==> config.mk <==
export PLATFORM = sky130hd
export DESIGN_NAME = fp16_div_iter
export DESIGN_NICKNAME = d
export VERILOG_FILES = /design/src/rtl/fp16_div_iter.sv
export SDC_FILE = /design/constraint.sdc
export NUM_CORES = 1
export LEC_CHECK = 0
export BUFFER_PORTS_ARGS = -buffer_cell sky130_fd_sc_hd__clkbuf_2
export CORE_ASPECT_RATIO = 1.4
export CORE_UTILIZATION = 25
export CTS_CLUSTER_DIAMETER = 40
export DETAILED_ROUTE_END_ITERATION = 16
export GPL_ROUTABILITY_DRIVEN = 1
export SETUP_SLACK_MARGIN = 0.1
export SKIP_LAST_GASP = 1
export SLEW_MARGIN = 30
export SYNTH_ARGS = -nofsm -noshare
export SYNTH_HDL_FRONTEND = slang
export SYNTH_SLANG_ARGS = --single-unit
==> constraint.sdc <==
create_clock -name clk -period 2.3 [get_ports clk]
set_input_delay 0.23 -clock clk [delete_from_list [all_inputs] [get_ports clk]]
set_output_delay 0.23 -clock clk [all_outputs]
set_load 0.05 [all_outputs]
==> src/rtl/fp16_div_iter.sv <==
// -----------------------------------------------------------------------------
// fp16_div_iter
//   Sequential IEEE-754 half-precision divider: quotient = dividend / divisor.
//   Restoring division on the 11-bit significands, one quotient bit per clock.
//   Numeric behaviour matches the team's combinational FP16 multiplier:
//   truncation (no rounding), no subnormal handling, results below the normal
//   range flush to +0. Exponent 5'h1F and subnormal inputs are not decoded;
//   every nonzero input is treated as a normal value with a hidden 1.
//
//   Timing: accept on edge E (in_valid && in_ready), 12 CALC edges E+1..E+12,
//   result registered on E+13, out_valid high for the single cycle after it.
//   One operation every 15 cycles at best. Latency is identical for special
//   cases: the iteration still runs and its result is simply overridden.
//
// Ports
//   clk          system clock, rising edge
//   rst_n        asynchronous active-low reset
//   in_valid     operands present
//   in_ready     block idle, operands will be taken on the next edge
//   dividend     FP16 operand A
//   divisor      FP16 operand B
//   out_valid    one-cycle strobe, quotient valid
//   quotient     FP16 result, held until the next result
//   div_by_zero  divisor was +/-0 (qualified by out_valid, held with quotient)
//   overflow     exponent overflowed to Inf (qualified by out_valid)
// -----------------------------------------------------------------------------
module fp16_div_iter #(
  parameter int ITER = 12  // 1 integer + 11 fraction quotient bits; fixed
) (
  input  logic        clk,
  input  logic        rst_n,
  input  logic        in_valid,
  output logic        in_ready,
  input  logic [15:0] dividend,
  input  logic [15:0] divisor,
  output logic        out_valid,
  output logic [15:0] quotient,
  output logic        div_by_zero,
  output logic        overflow
);

  typedef enum logic [1:0] {
    S_IDLE,
    S_CALC,
    S_NORM,
    S_DONE
  } state_t;

  state_t      r_state, w_next;

  // Operand / iteration registers
  logic        r_sign;
  logic [4:0]  r_ea, r_eb;
  logic [10:0] r_mb;
  logic [11:0] r_rem;
  logic [11:0] r_q;
  logic [3:0]  r_cnt;
  logic        r_bz;   // divisor is +/-0
  logic        r_az;   // dividend is +/-0

  // Output registers
  logic        r_ovalid;
  logic [15:0] r_quot;
  logic        r_dbz;
  logic        r_ovf;

  // Iteration datapath
  logic        w_ge;
  logic [10:0] w_diff;
  logic [11:0] w_rem_nxt;
  logic        w_last;

  // Normalisation / result select
  logic signed [6:0] w_exp;
  logic [9:0]  w_mant;
  logic [15:0] w_res;
  logic        w_res_dbz;
  logic        w_res_ovf;

  assign in_ready    = (r_state == S_IDLE);
  assign out_valid   = r_ovalid;
  assign quotient    = r_quot;
  assign div_by_zero = r_dbz;
  assign overflow    = r_ovf;

  // The partial remainder stays below 2*mB, so whenever rem >= mB the
  // difference is below mB (< 2^11) and the low 11 bits hold it exactly.
  // Likewise, when rem < mB bit 11 is already clear and the shift is lossless.
  assign w_ge      = (r_rem >= {1'b0, r_mb});
  assign w_diff    = r_rem[10:0] - r_mb;
  assign w_rem_nxt = w_ge ? {w_diff, 1'b0} : {r_rem[10:0], 1'b0};
  assign w_last    = (r_cnt == 4'(ITER - 1));

  // ---------------------------------------------------------------------------
  // FSM
  // ---------------------------------------------------------------------------
  always_ff @(posedge clk or negedge rst_n) begin
    if (!rst_n) r_state <= S_IDLE;
    else        r_state <= w_next;
  end

  always_comb begin
    w_next = r_state;
    case (r_state)
      S_IDLE:  if (in_valid) w_next = S_CALC;
      S_CALC:  if (w_last)   w_next = S_NORM;
      S_NORM:                w_next = S_DONE;
      S_DONE:                w_next = S_IDLE;
      default:               w_next = S_IDLE;
    endcase
  end

  // ---------------------------------------------------------------------------
  // Operand capture and restoring iteration
  // ---------------------------------------------------------------------------
  always_ff @(posedge clk or negedge rst_n) begin
    if (!rst_n) begin
      r_sign <= 1'b0;
      r_ea   <= '0;
      r_eb   <= '0;
      r_mb   <= '0;
      r_rem  <= '0;
      r_q    <= '0;
      r_cnt  <= '0;
      r_bz   <= 1'b0;
      r_az   <= 1'b0;
    end else begin
      case (r_state)
        S_IDLE: begin
          if (in_valid) begin
            r_sign <= dividend[15] ^ divisor[15];
            r_ea   <= dividend[14:10];
            r_eb   <= divisor[14:10];
            r_mb   <= {1'b1, divisor[9:0]};
            r_rem  <= {1'b0, 1'b1, dividend[9:0]};
            r_q    <= '0;
            r_cnt  <= '0;
            r_bz   <= (divisor[14:0]  == 15'd0);
            r_az   <= (dividend[14:0] == 15'd0);
          end
        end
        S_CALC: begin
          r_q   <= {r_q[10:0], w_ge};
          r_rem <= w_rem_nxt;
          r_cnt <= r_cnt + 4'd1;
        end
        default: ;
      endcase
    end
  end

  // ---------------------------------------------------------------------------
  // Normalisation and special-case priority
  //   q = mA/mB lies in (0.5, 2): q[11] set means the quotient is >= 1.
  //   Exponent is evaluated in 7-bit signed so both overflow (>= 31) and
  //   underflow (<= 0) are visible before truncation to the 5-bit field.
  // ---------------------------------------------------------------------------
  assign w_exp  = $signed({2'b00, r_ea}) - $signed({2'b00, r_eb})
                + (r_q[11] ? 7'sd15 : 7'sd14);
  assign w_mant = r_q[11] ? r_q[10:1] : r_q[9:0];

  always_comb begin
    w_res     = {r_sign, w_exp[4:0], w_mant};
    w_res_dbz = 1'b0;
    w_res_ovf = 1'b0;
    if (r_bz) begin
      w_res     = {r_sign, 5'h1F, 10'h000};
      w_res_dbz = 1'b1;
    end else if (r_az) begin
      w_res     = 16'h0000;
    end else if (w_exp >= 7'sd31) begin
      w_res     = {r_sign, 5'h1F, 10'h000};
      w_res_ovf = 1'b1;
    end else if (w_exp <= 7'sd0) begin
      w_res     = 16'h0000;
    end
  end

  // ---------------------------------------------------------------------------
  // Output registers: loaded only in NORM, so they hold between results.
  // ---------------------------------------------------------------------------
  always_ff @(posedge clk or negedge rst_n) begin
    if (!rst_n) begin
      r_ovalid <= 1'b0;
      r_quot   <= 16'h0000;
      r_dbz    <= 1'b0;
      r_ovf    <= 1'b0;
    end else begin
      r_ovalid <= (r_state == S_NORM);
      if (r_state == S_NORM) begin
        r_quot <= w_res;
        r_dbz  <= w_res_dbz;
        r_ovf  <= w_res_ovf;
      end
    end
  end

endmodule
# == After elaboration in Yosys (flattened, before gate mapping) ==
# Index checks and enable logic that the tools add are counted.
# W data, S select, Z words.
# op_classes
n_addsub,4
n_lt_le_gt_ge,3
eq_ne,6
muxes,20
n_bitwise,1
reduce_logical,7
# ops
op,n
$mux W16,4
$pmux W12 S2,2
$mux W12,3
$logic_not A15 Y1,2
$ge A12 B11 Y1,1
$sub A11 B11 Y11,1
$mux W10,1
$pmux W2 S4,1
$pmux W4 S2,1
$add A6 B5 Y7,1
$ge A7 B6 Y1 const B,1
$le A7 B1 Y1 const B,1
$reduce_and A2 Y1,3
$sub A5 B5 Y6,1
$mux W1,5
$add A4 B1 Y4 const B,1
$eq A2 B2 Y1 const B,2
$eq A4 B4 Y1 const B,1
$mux W2,2
$mux W4,1
$ne A2 B2 Y1 const B,2
$eq A2 B1 Y1 const B,1
$logic_not A2 Y1,1
$reduce_bool A2 Y1,1
$xor A1 B1 Y1,1
# word_totals
register_bits,73
inputBits,35
elab_cells,55

# == Depth between registers and ports, before layout ==
# Gate-level depths: netlist (run 1).
# depth
ltp_word,7
ltp_mapped,11
depth_no_buf,11

# == Worst setup path after synthesis (run 1) ==
# No wires, ideal clock.
# synth_timing
path_kind,register to register
from,register r_ea[0]
to,"register r_quot[0], in the netlist quotient[0]"
setup_ps,147
arrival_time_ps,2254
t_required_ps,2153
slack_ps,-100
stages_incl_launch_ff,10
n_path_buf,0
synth_period_minus_slack_ps,2400
path_cell_list,dfrtp_1 inv_1 ha_1 fa_1 ha_1 xnor2_1 nor3b_2 nand2_1 o211ai_4 o41ai_2
# synth_via
elab_chain_len,7
# synth_rtl
item,line,text
from (decl),53,"logic [4:0] r_ea, r_eb;"
from (signal assigned),132,r_ea <= dividend[14:10];
$sub A5 B5 Y6 *,158,"assign w_exp = $signed({2'b00, r_ea}) - $signed({2'b00, r_eb})"
$add A6 B5 Y7 *,159,+ (r_q[11] ? 7'sd15 : 7'sd14);
$le A7 B1 Y1,174,end else if (w_exp <= 7'sd0) begin
$mux W16,174,
$mux W16 *,171,end else if (w_exp >= 7'sd31) begin
$mux W16 *,169,end else if (r_az) begin
$mux W16 *,166,if (r_bz) begin
to (signal assigned),191,r_quot <= w_res;
to (decl),63,logic [15:0] r_quot;
# Every way passes the cells marked *; elsewhere a longest branch is shown, timed or not.
# A chain may end at the register's enable or synchronous reset.

# == Worst setup path in the final report (run 1) ==
# layout_timing
from,register r_ea[0]
to,"register r_quot[1], in the netlist quotient[1]"
# The elaborated chain is that of the path after synthesis.

==> impl_results.md, run 1 <==
* Dpl hpwl at 9450 um
* Vias per cell at slightly below 5
* Final hold viol count at 0
* Critical Path Start Type: register
* Vias in the first global route at 4140
* Final setup viols at 17
* #FFs+latches synth at 73
* Die H at between 150 and 200 um
* DRC at 0
* Largest net degree at the start of global routing at 50
* Placer congestion estimate at ~0.9
* Final wirelength at ~13000 um
* Clk_lat worst skew at 0.35 ns
* CP required at 2.54 ns
* Slew Limit Headroom at 51.2%
* Cts bufs inserted at 9
* Die X at 115 um
* Area of the multi-input gates at just under 3000 sq um
* Initial antenna violation count at 0
* Register area at 1830 sq um
* Post-synthesis cell type count at 65
* Post-synth top flop: dfrtp_1
* Nets at around 600
* Post-Layout Cell Count at 791
* Synth area leader: dfrtp_1
* Port buffer count at 54
* Clk pin slew, worst setup/hold paths at 0.06 ns
* Setup slack after layout at -0.139 ns
* Fillers at 1720
* Synth top area share at 40.5%
* TritonCTS clock tree: built
* Clock sinks at 73
* Pre-CTS WS at -0.242 ns
* YS warnings at 0
* # IOs at 55
* Layout cells sized above 1 at 39.3%
* Fmax at 410 MHz
* CTS HTree Levels at 3
* Core ar. at 17500 sq um
* Post-synth EDFFs at 0
* N_diodes at 0
* Vias at 3866
* Commonest non-fill, non-tap cell in the layout: dfrtp_1
* First-pass GRT wire length at around 21000 um
* Syn-to-layout area delta at 36.9%
* Min-Delay Path Class: in -> reg
* Period utilisation layout at 106%
* 1st-pass router iterations at 4
* Worst EP arrival at 2.68 ns
* Mapped cell area at 4510 sq um
* Initial DRC Count at 192
* Total track usage at 14.5%
* RSZ-0062 raised after global routing: yes
* Root Buffer Master: clkbuf_16
* Critical path class: reg -> reg
* Syn avg cell area at 10.2 sq um
* Post-synth ARST share at 100%
* Placed Cells at 761
* Max Clock Skew at 0.00960 ns
* Drt wl/cell at 15.9 um
* Violated checks: setup timing
* Initial Util at 25.8%
* Synth area leaders: dfrtp_1 (41%), ha_1 (6.1%), mux2_2 (5.2%), o41ai_2 (3.6%), o21ai_0 (3.0%)
* Most frequent cells in the layout: dfrtp_1 (72), clkbuf_2 (53), buf_4 (50)
* Crit. End Element: register
* Final global-route overflow total at 0
* CP max FO at 10
* Max-cap viol count at 0
* Tmin final at 2.44 ns
* Area of the die at 18600 sq um
* Sequential fraction of the synthesis area at 40.5%
* Syn_nets at 501
* Status: complete, but fails checks
* Actual slew at the worst max-slew pin at 0.731 ns
* Row count at 57
* Worst-case clock buffer depth at 2
* Antenna Nets Post-Route at 0
* Slew Viols, Final at 0
* Post-Synthesis Cells at 442
flip-flops by register name, summed over array words and instances, names as in the netlist:
| name | count |
|---|---|
| r_q | 12 |
| r_cnt | 4 |
| quotient | 16 |
| r_bz | 1 |
| r_az | 1 |
| div_by_zero | 1 |
| r_sign | 1 |
| r_ea | 5 |
| out_valid | 1 |
| r_state | 2 |
| overflow | 1 |
| r_eb | 5 |
| r_mb | 11 |
| r_rem | 12 |
cell usage after synthesis (2+ instances only):
cell and n:
dfrtp_1 73, nor2_1 35, nand2_1 27, o21ai_0 27
inv_1 26, ha_1 22, a21oi_1 21, mux2_2 21
nand2b_1 19, a22o_1 14, mux2i_1 13, clkbuf_1 11
o41ai_2 10, nor4_1 9, o211ai_1 9, nor2b_1 8
nor3_1 8, a311oi_1 7, nand4_1 7, xnor2_1 7
nor3b_1 6, nand3_1 4, o21a_1 4, a31oi_1 3
buf_1 3, a21oi_4 2, and3_1 2, buf_2 2
fa_1 2, nor4b_1 2, o22ai_1 2, or3_1 2
xor2_1 2
critical path, stage by stage (launching register included):
cell and delay, ns:
dfrtp_1 0.38, inv_1 0.06, ha_2 0.17, fa_2 0.47
nor2b_4 0.15, and3_4 0.19, mux2_4 0.29, a2bb2oi_4 0.16
o211ai_4 0.09, buf_12 0.16, o41ai_4 0.20
cell families after synthesis:
| family | synth area share (%) |
|---|---|
| xor gates and xnor gates | 2.89 |
| adders and majority gates | 7.00 |
| AOI/OAI and AO/OA | 21.3 |
| muxes | 8.47 |
| buffers and inverters | 3.72 |
| and+or+nand+nor | 16.1 |
| DFF | 40.5 |
routing by layer:
metal	up-vias	wire length [um]	GRT usage, %
met2	105	6410	24.8
met3	29	576	3.43
li1	1852	-	-
met4	0	421	6.49
met5	-	0	0
met1	1880	5190	16.9
path summary, 6_finish.rpt:
check                            from            to  slack (ns)  cells after the start
min reg2reg                  r_mb[10]      r_mb[10]        0.46                      2
max in group asynchronous       rst_n      r_rem[5]        1.17                      3
min                        divisor[4]       r_mb[4]        0.13                      2
min in group asynchronous       rst_n  quotient[12]        0.44                      2
max reg2reg                   r_ea[0]   quotient[1]       -0.14                     10
max                           r_ea[0]   quotient[1]       -0.14                     10
through the flow:
stage | hold WS [ns] | area [sq um] | setup TNS, ns | utilization, %
floorplan | -0.0656 | 4570 | -0.282 | -
global placement | 0.281 | 5440 | -2.49 | 31.1
detailed placement | 0.288 | 5440 | -3.32 | 31.1
CTS | 0.128 | 6010 | -2.17 | 34.4
global route | 0.141 | 6170 | -3.93 | 35.3
finish | 0.134 | 6170 | -1.79 | 35.3
layout make-up:
cell class                      instances  share of cell area (%)
Multi-Input combinational cell        326                    46.7
Sequential cell                        73                    29.6
Timing Repair Buffer                  114                    12.8
Tap cell                              236                    4.79
Clock buffer                           10                    3.71
Inverter                               26                    1.58
Clock inverter                          6                   0.690
repair_timing:
item	4_1_cts	5_1_grt
setup endpoints to repair	29	28
buffers inserted	10	5
hold buffers	1	0
hold endpoints to repair	24	0
cloned	0	0
pin swaps	29	18
gates resized for setup	35	25
Power of run 1 is left out: the tool's default activity adds up to more than one toggle a clock period on the data nets, which glitch-free logic cannot reach.
==> run 2, diff against run 1 <==
Settings changed: BUFFER_PORTS_ARGS -buffer_cell sky130_fd_sc_hd__clkbuf_2 to not set, DONT_BUFFER_PORTS set to 1, PLACE_DENSITY set to 0.46, RECOVER_POWER set to 25.
==> impl_results.md, run 2 (synthesis results as in run 1) <==
* Critical Path Start Type: register (unchanged)
* Max Clock Skew at 0.00679 ns (was 0.00960 ns)
* Clk pin slew, worst setup/hold paths at 0.06 ns (about the same)
* Slew Limit Headroom at 30.2% (was 51.2%)
* Worst EP arrival at 2.64 ns (was 2.68 ns)
* TritonCTS clock tree: built (unchanged)
* Cts bufs inserted at 9 (unchanged)
* Row count at 57 (unchanged)
* Status: complete, but fails checks (unchanged)
* Die X at 115 um (unchanged)
* Total track usage at 14.7% (was 14.5%)
* Launch point of the worst path: r_ea[0] (unchanged)
* Crit path cell chain: inv_1 > ha_2 > fa_2 > nor2b_4 > and3_4 > mux2i_2 > buf_4 > o2111ai_2 > o211ai_4 > buf_12 > o41ai_4 (was inv_1 > ha_2 > fa_2 > nor2b_4 > and3_4 > mux2_4 > a2bb2oi_4 > o211ai_4 > buf_12 > o41ai_4)
* Final global-route overflow total at 0 (unchanged)
* Fmax at 410 MHz (about the same)
* Placer congestion estimate at 0.822 (was 0.907)
* Worst Setup EP: quotient[5] (was quotient[1])
* Largest net degree at the start of global routing at 74 (was 50)
* Setup slack after layout at -0.137 ns (was -0.139 ns)
* Initial Util at 25.8% (unchanged)
* Syn-to-layout area delta at 32.1% (was 36.9%)
* 1st-pass router iterations at 6 (was 4)
* Reg2reg end: quotient[5] (was quotient[1])
* CP max stage cell: fa_2 (unchanged)
* Antenna Nets Post-Route at 0 (unchanged)
* Initial antenna violation count at 0 (unchanged)
* Layout cells sized above 1 at 33.3% (was 39.3%)
* Worst-case clock buffer depth at 2 (unchanged)
* First-pass GRT wire length at 20700 um (was 20800 um)
* Vias at 3651 (was 3866)
* Die H at 161 um (unchanged)
* RSZ-0062 raised after global routing: yes (unchanged)
* Critical path class: reg -> reg (unchanged)
* DRC at 0 (unchanged)
* CP required at 2.50 ns (was 2.54 ns)
* Max-cap viol count at 0 (unchanged)
* # IOs at 55 (unchanged)
* Clock sinks at 73 (unchanged)
* Max reg flops at 16 (unchanged)
* R2R setup slack at -0.14 ns (about the same)
* Actual slew at the worst max-slew pin at 1.05 ns (was 0.731 ns)
* N_diodes at 0 (unchanged)
* FF-to-FF path depth at 11 (was 10)
* Final setup viols at 18 (was 17)
* Tmin final at 2.44 ns (about the same)
* CTS HTree Levels at 3 (unchanged)
* Area of the die at 18600 sq um (unchanged)
* Final wirelength at 12800 um (was 12600 um)
* Nets at 567 (was 609)
* Slew Viols, Final at 0 (unchanged)
* Stages on worst setup path at 11 (was 10)
* Period utilisation layout at 106% (about the same)
* Fillers at 1771 (was 1720)
* Clk_lat worst skew at 0.35 ns (about the same)
* Most frequent cells in the layout: dfrtp_1 (73), buf_4 (62), nor2_1 (35) (was dfrtp_1 (72), clkbuf_2 (53), buf_4 (50))
* Vias in the first global route at 3924 (was 4140)
* Crit. End Element: register (unchanged)
* Final hold slack at 0.0313 ns (was 0.134 ns)
* Critical R2R Launch: r_ea[0] (unchanged)
* Setup TNS at -1.71 ns (was -1.79 ns)
* Crit-path max cell delay at 0.47 ns (about the same)
* Root Buffer Master: clkbuf_16 (unchanged)
* Utilization after layout at 34.1% (was 35.3%)
* CP max FO at 10 (unchanged)
* Pre-CTS WS at -0.226 ns (was -0.242 ns)
* Commonest non-fill, non-tap cell in the layout: dfrtp_1 (unchanged)
* Final hold viol count at 0 (unchanged)
* Dpl hpwl at 9520 um (was 9450 um)
* Violated checks: setup timing (unchanged)
* Core ar. at 17500 sq um (unchanged)
* Initial DRC Count at 124 (was 192)
* CP delay by family, top: adder cells (unchanged)
* Vias per cell at 4.87 (was 4.89)
* Drt wl/cell at 17.1 um (was 15.9 um)
* Port buffer count at 0 (was 54)
* Min-Delay Path Class: in -> reg (unchanged)
* Worst path bufs/invs at 3 (was 2)
==> run 2: metal layers <==
layer / track usage, % / vias to the layer above / wire, um
met1: 16.8 / 1795 / 5320
met5: 0 / - / 0
li1: - / 1764 / -
met4: 7.38 / 0 / 476
met3: 3.74 / 24 / 549
met2: 25.1 / 68 / 6470
==> run 2: worst min path at each step <==
stage | start | end | slack (ns) | cells past startpoint
after floorplan | rst_n | div_by_zero | -0.07 | 0
after global placement | rst_n | quotient[5] | -0.06 | 0
after detailed placement | rst_n | quotient[5] | -0.06 | 0
after CTS | divisor[10] | r_eb[0] | 0.02 | 1
after global routing | divisor[0] | r_mb[0] | 0.01 | 1
final | divisor[10] | r_eb[0] | 0.03 | 1
==> run 2: metrics by stage <==
step	cells	instance area (sq um)
after floorplan	442	4570
after global placement	713	5210
after detailed placement	713	5210
after CTS	736	5740
after global routing	749	5950
final	749	5950
==> run 2: repair_timing <==
item,in CTS,in global routing
hold buffers,2,0
endpoints found under the hold margin,73,0
setup buffers,5,13
gates cloned,0,1
setup endpoints to repair,29,29
pin swaps,21,20
gates resized for setup,21,26
==> run 2: worst reg2reg max path, stage by stage, from the launching register on <==
cell and delay (ns):
dfrtp_1 0.37, inv_1 0.06, ha_2 0.18, fa_2 0.47, nor2b_4 0.16, and3_4 0.18, mux2i_2 0.20, buf_4 0.16
o2111ai_2 0.16, o211ai_4 0.12, buf_12 0.17, o41ai_4 0.07
==> run 2: final cells by class <==
cell class                      count  area [sq um]  share of cell area [%]
Clock inverter                      7           101                    1.70
Tap cell                          236           295                    4.96
Multi-Input combinational cell    326          2790                    46.9
Sequential cell                    73          1830                    30.7
Timing Repair Buffer               72           613                    10.3
Inverter                           26          97.6                    1.64
Clock buffer                        9           225                    3.78
Power of run 2 is left out for the same reason.
==> run 3, diff against run 2 <==
Clock period 2.3 ns to 2.1 ns, I/O delays scaled along.
==> impl_results.md, run 3 (synthesis results as in run 1) <==
* Reg2reg end: quotient[3] (was quotient[5])
* Routed length on met1 at 5410 um (was 5320 um)
* Pre-CTS WS at -0.424 ns (was -0.226 ns)
* Antenna Nets Post-Route at 0 (unchanged)
* Post-Layout Cell Count at 771 (was 749)
* Critical R2R Launch: r_ea[0] (unchanged)
* Period utilisation layout at 116% (was 106%)
* Max Clock Skew at 0.0106 ns (was 0.00679 ns)
* Max reg flops at 16 (unchanged)
* # IOs at 55 (unchanged)
* Initial antenna violation count at 0 (unchanged)
* Largest net degree at the start of global routing at 74 (unchanged)
* Min-Delay Path Class: in -> reg (unchanged)
* Vias at 3718 (was 3651)
* Actual slew at the worst max-slew pin at 1.03 ns (was 1.05 ns)
* Clk pin slew, worst setup/hold paths at 0.06 ns (about the same)
* Placed Cells at 734 (was 713)
* Row count at 57 (unchanged)
* Setup TNS at -6.05 ns (was -1.71 ns)
* Slew Limit Headroom at 31.6% (was 30.2%)
* Clock sinks at 73 (unchanged)
* Critical Path Start Type: register (unchanged)
* Total track usage at 14.9% (was 14.7%)
* CTS HTree Levels at 3 (unchanged)
* Die H at 161 um (unchanged)
* Initial Util at 25.8% (unchanged)
* Met2 wire length at 6580 um (was 6470 um)
* FF-to-FF path depth at 10 (was 11)
* Fmax at 410 MHz (about the same)
* Drt wl/cell at 16.7 um (was 17.1 um)
* Final setup viols at 28 (was 18)
* Final hold slack at 0.0170 ns (was 0.0313 ns)
* Syn-to-layout area delta at 37.1% (was 32.1%)
* N_diodes at 0 (unchanged)
* RSZ-0062 raised after global routing: yes (unchanged)
* Final hold viol count at 0 (unchanged)
* Vias per cell at 4.82 (was 4.87)
* Area of the die at 18600 sq um (unchanged)
* Port buffer count at 0 (unchanged)
* R2R setup slack at -0.34 ns (was -0.14 ns)
* Placer congestion estimate at 0.856 (was 0.822)
* 1st-pass router iterations at 4 (was 6)
* Most frequent cells in the layout: buf_4 (76), dfrtp_1 (73), nor2_1 (31) (was dfrtp_1 (73), buf_4 (62), nor2_1 (35))
* Max-cap viol count at 0 (unchanged)
* Launch point of the worst path: r_ea[0] (unchanged)
* WL met3 at 565 um (was 549 um)
* Tmin final at 2.44 ns (about the same)
* DRC at 0 (unchanged)
* Worst-case clock buffer depth at 2 (unchanged)
* CP required at 2.34 ns (was 2.50 ns)
* Highest metal used: met4 (unchanged)
* Root Buffer Master: clkbuf_16 (unchanged)
* Vias in the first global route at 3881 (was 3924)
* Status: complete, but fails checks (unchanged)
* Layout cells sized above 1 at 36.6% (was 33.3%)
* Slew Viols, Final at 0 (unchanged)
* Commonest non-fill, non-tap cell in the layout: buf_4 (was dfrtp_1)
* Worst EP arrival at 2.67 ns (was 2.64 ns)
* CP max FO at 10 (unchanged)
* First-pass GRT wire length at 20900 um (was 20700 um)
* Setup slack after layout at -0.337 ns (was -0.137 ns)
* Critical path class: reg -> reg (unchanged)
* TritonCTS clock tree: built (unchanged)
* Nets at 589 (was 567)
* Violated checks: setup timing (unchanged)
* Die X at 115 um (unchanged)
* Core ar. at 17500 sq um (unchanged)
* Dpl hpwl at 9580 um (was 9520 um)
* Crit. End Element: register (unchanged)
* Worst Setup EP: quotient[3] (was quotient[5])
* Initial DRC Count at 215 (was 124)
* Clk_lat worst skew at 0.34 ns (was 0.35 ns)
* Final global-route overflow total at 0 (unchanged)
* Cts bufs inserted at 9 (unchanged)
* Final wirelength at 12900 um (was 12800 um)
==> run 3: cell types whose count changed in the layout (fill, tap and decap cells not counted), moves of 3 or more <==
cell and change:
nor2_2 +4, nor2_1 -4, buf_4 +14, nand2_1 +3
buf_6 +4
==> run 3: cell type report <==
cell class | instances | area [sq um]
timing repair buffer | 94 | 810
multi-input combinational | 326 | 2840
inverter | 26 | 97.6
sequential | 73 | 1830
clock buffer | 10 | 239
clock inverter | 6 | 65.1
tap | 236 | 295
fill | 1772 | 11300
==> run 3: repair_timing <==
action,4_1_cts,5_1_grt
hold endpoints to repair,75,0
gates resized for setup,27,29
hold buffers,4,0
cloned,0,1
pin swaps,17,13
endpoints found under the setup margin,29,60
setup buffers,8,9
==> run 3: critical path: stages, from the launching register on <==
cell	delay [ns]
dfrtp_1	0.37
inv_1	0.06
ha_2	0.18
fa_2	0.47
nor2b_4	0.15
and3_4	0.17
mux2_4	0.29
nand4_1	0.14
o211ai_4	0.11
buf_12	0.16
o41ai_4	0.21
==> run 3: routing by layer <==
metal	track usage, %	up-vias
met4	5.19	0
met5	0	-
met3	3.17	22
met2	25.3	81
met1	18.3	1799
li1	-	1816
==> run 3: how the worst min path moves through the flow <==
stage	start	depth (start not counted)	slack (ns)	endpoint
after floorplan	rst_n	0	-0.09	div_by_zero
after global placement	rst_n	0	-0.08	quotient[4]
after detailed placement	rst_n	0	-0.08	quotient[4]
after CTS	dividend[10]	1	0.002	r_ea[0]
after global routing	divisor[14]	1	0.005	r_eb[4]
final	dividend[10]	1	0.02	r_ea[0]
==> run 3: through the flow <==
step	utilization [%]	cell area [sq um]
finish	35.4	6180
global route	35.4	6180
CTS	34.2	5980
detailed placement	30.8	5390
global placement	30.8	5390
floorplan	-	4600
Power of run 3 is left out for the same reason.
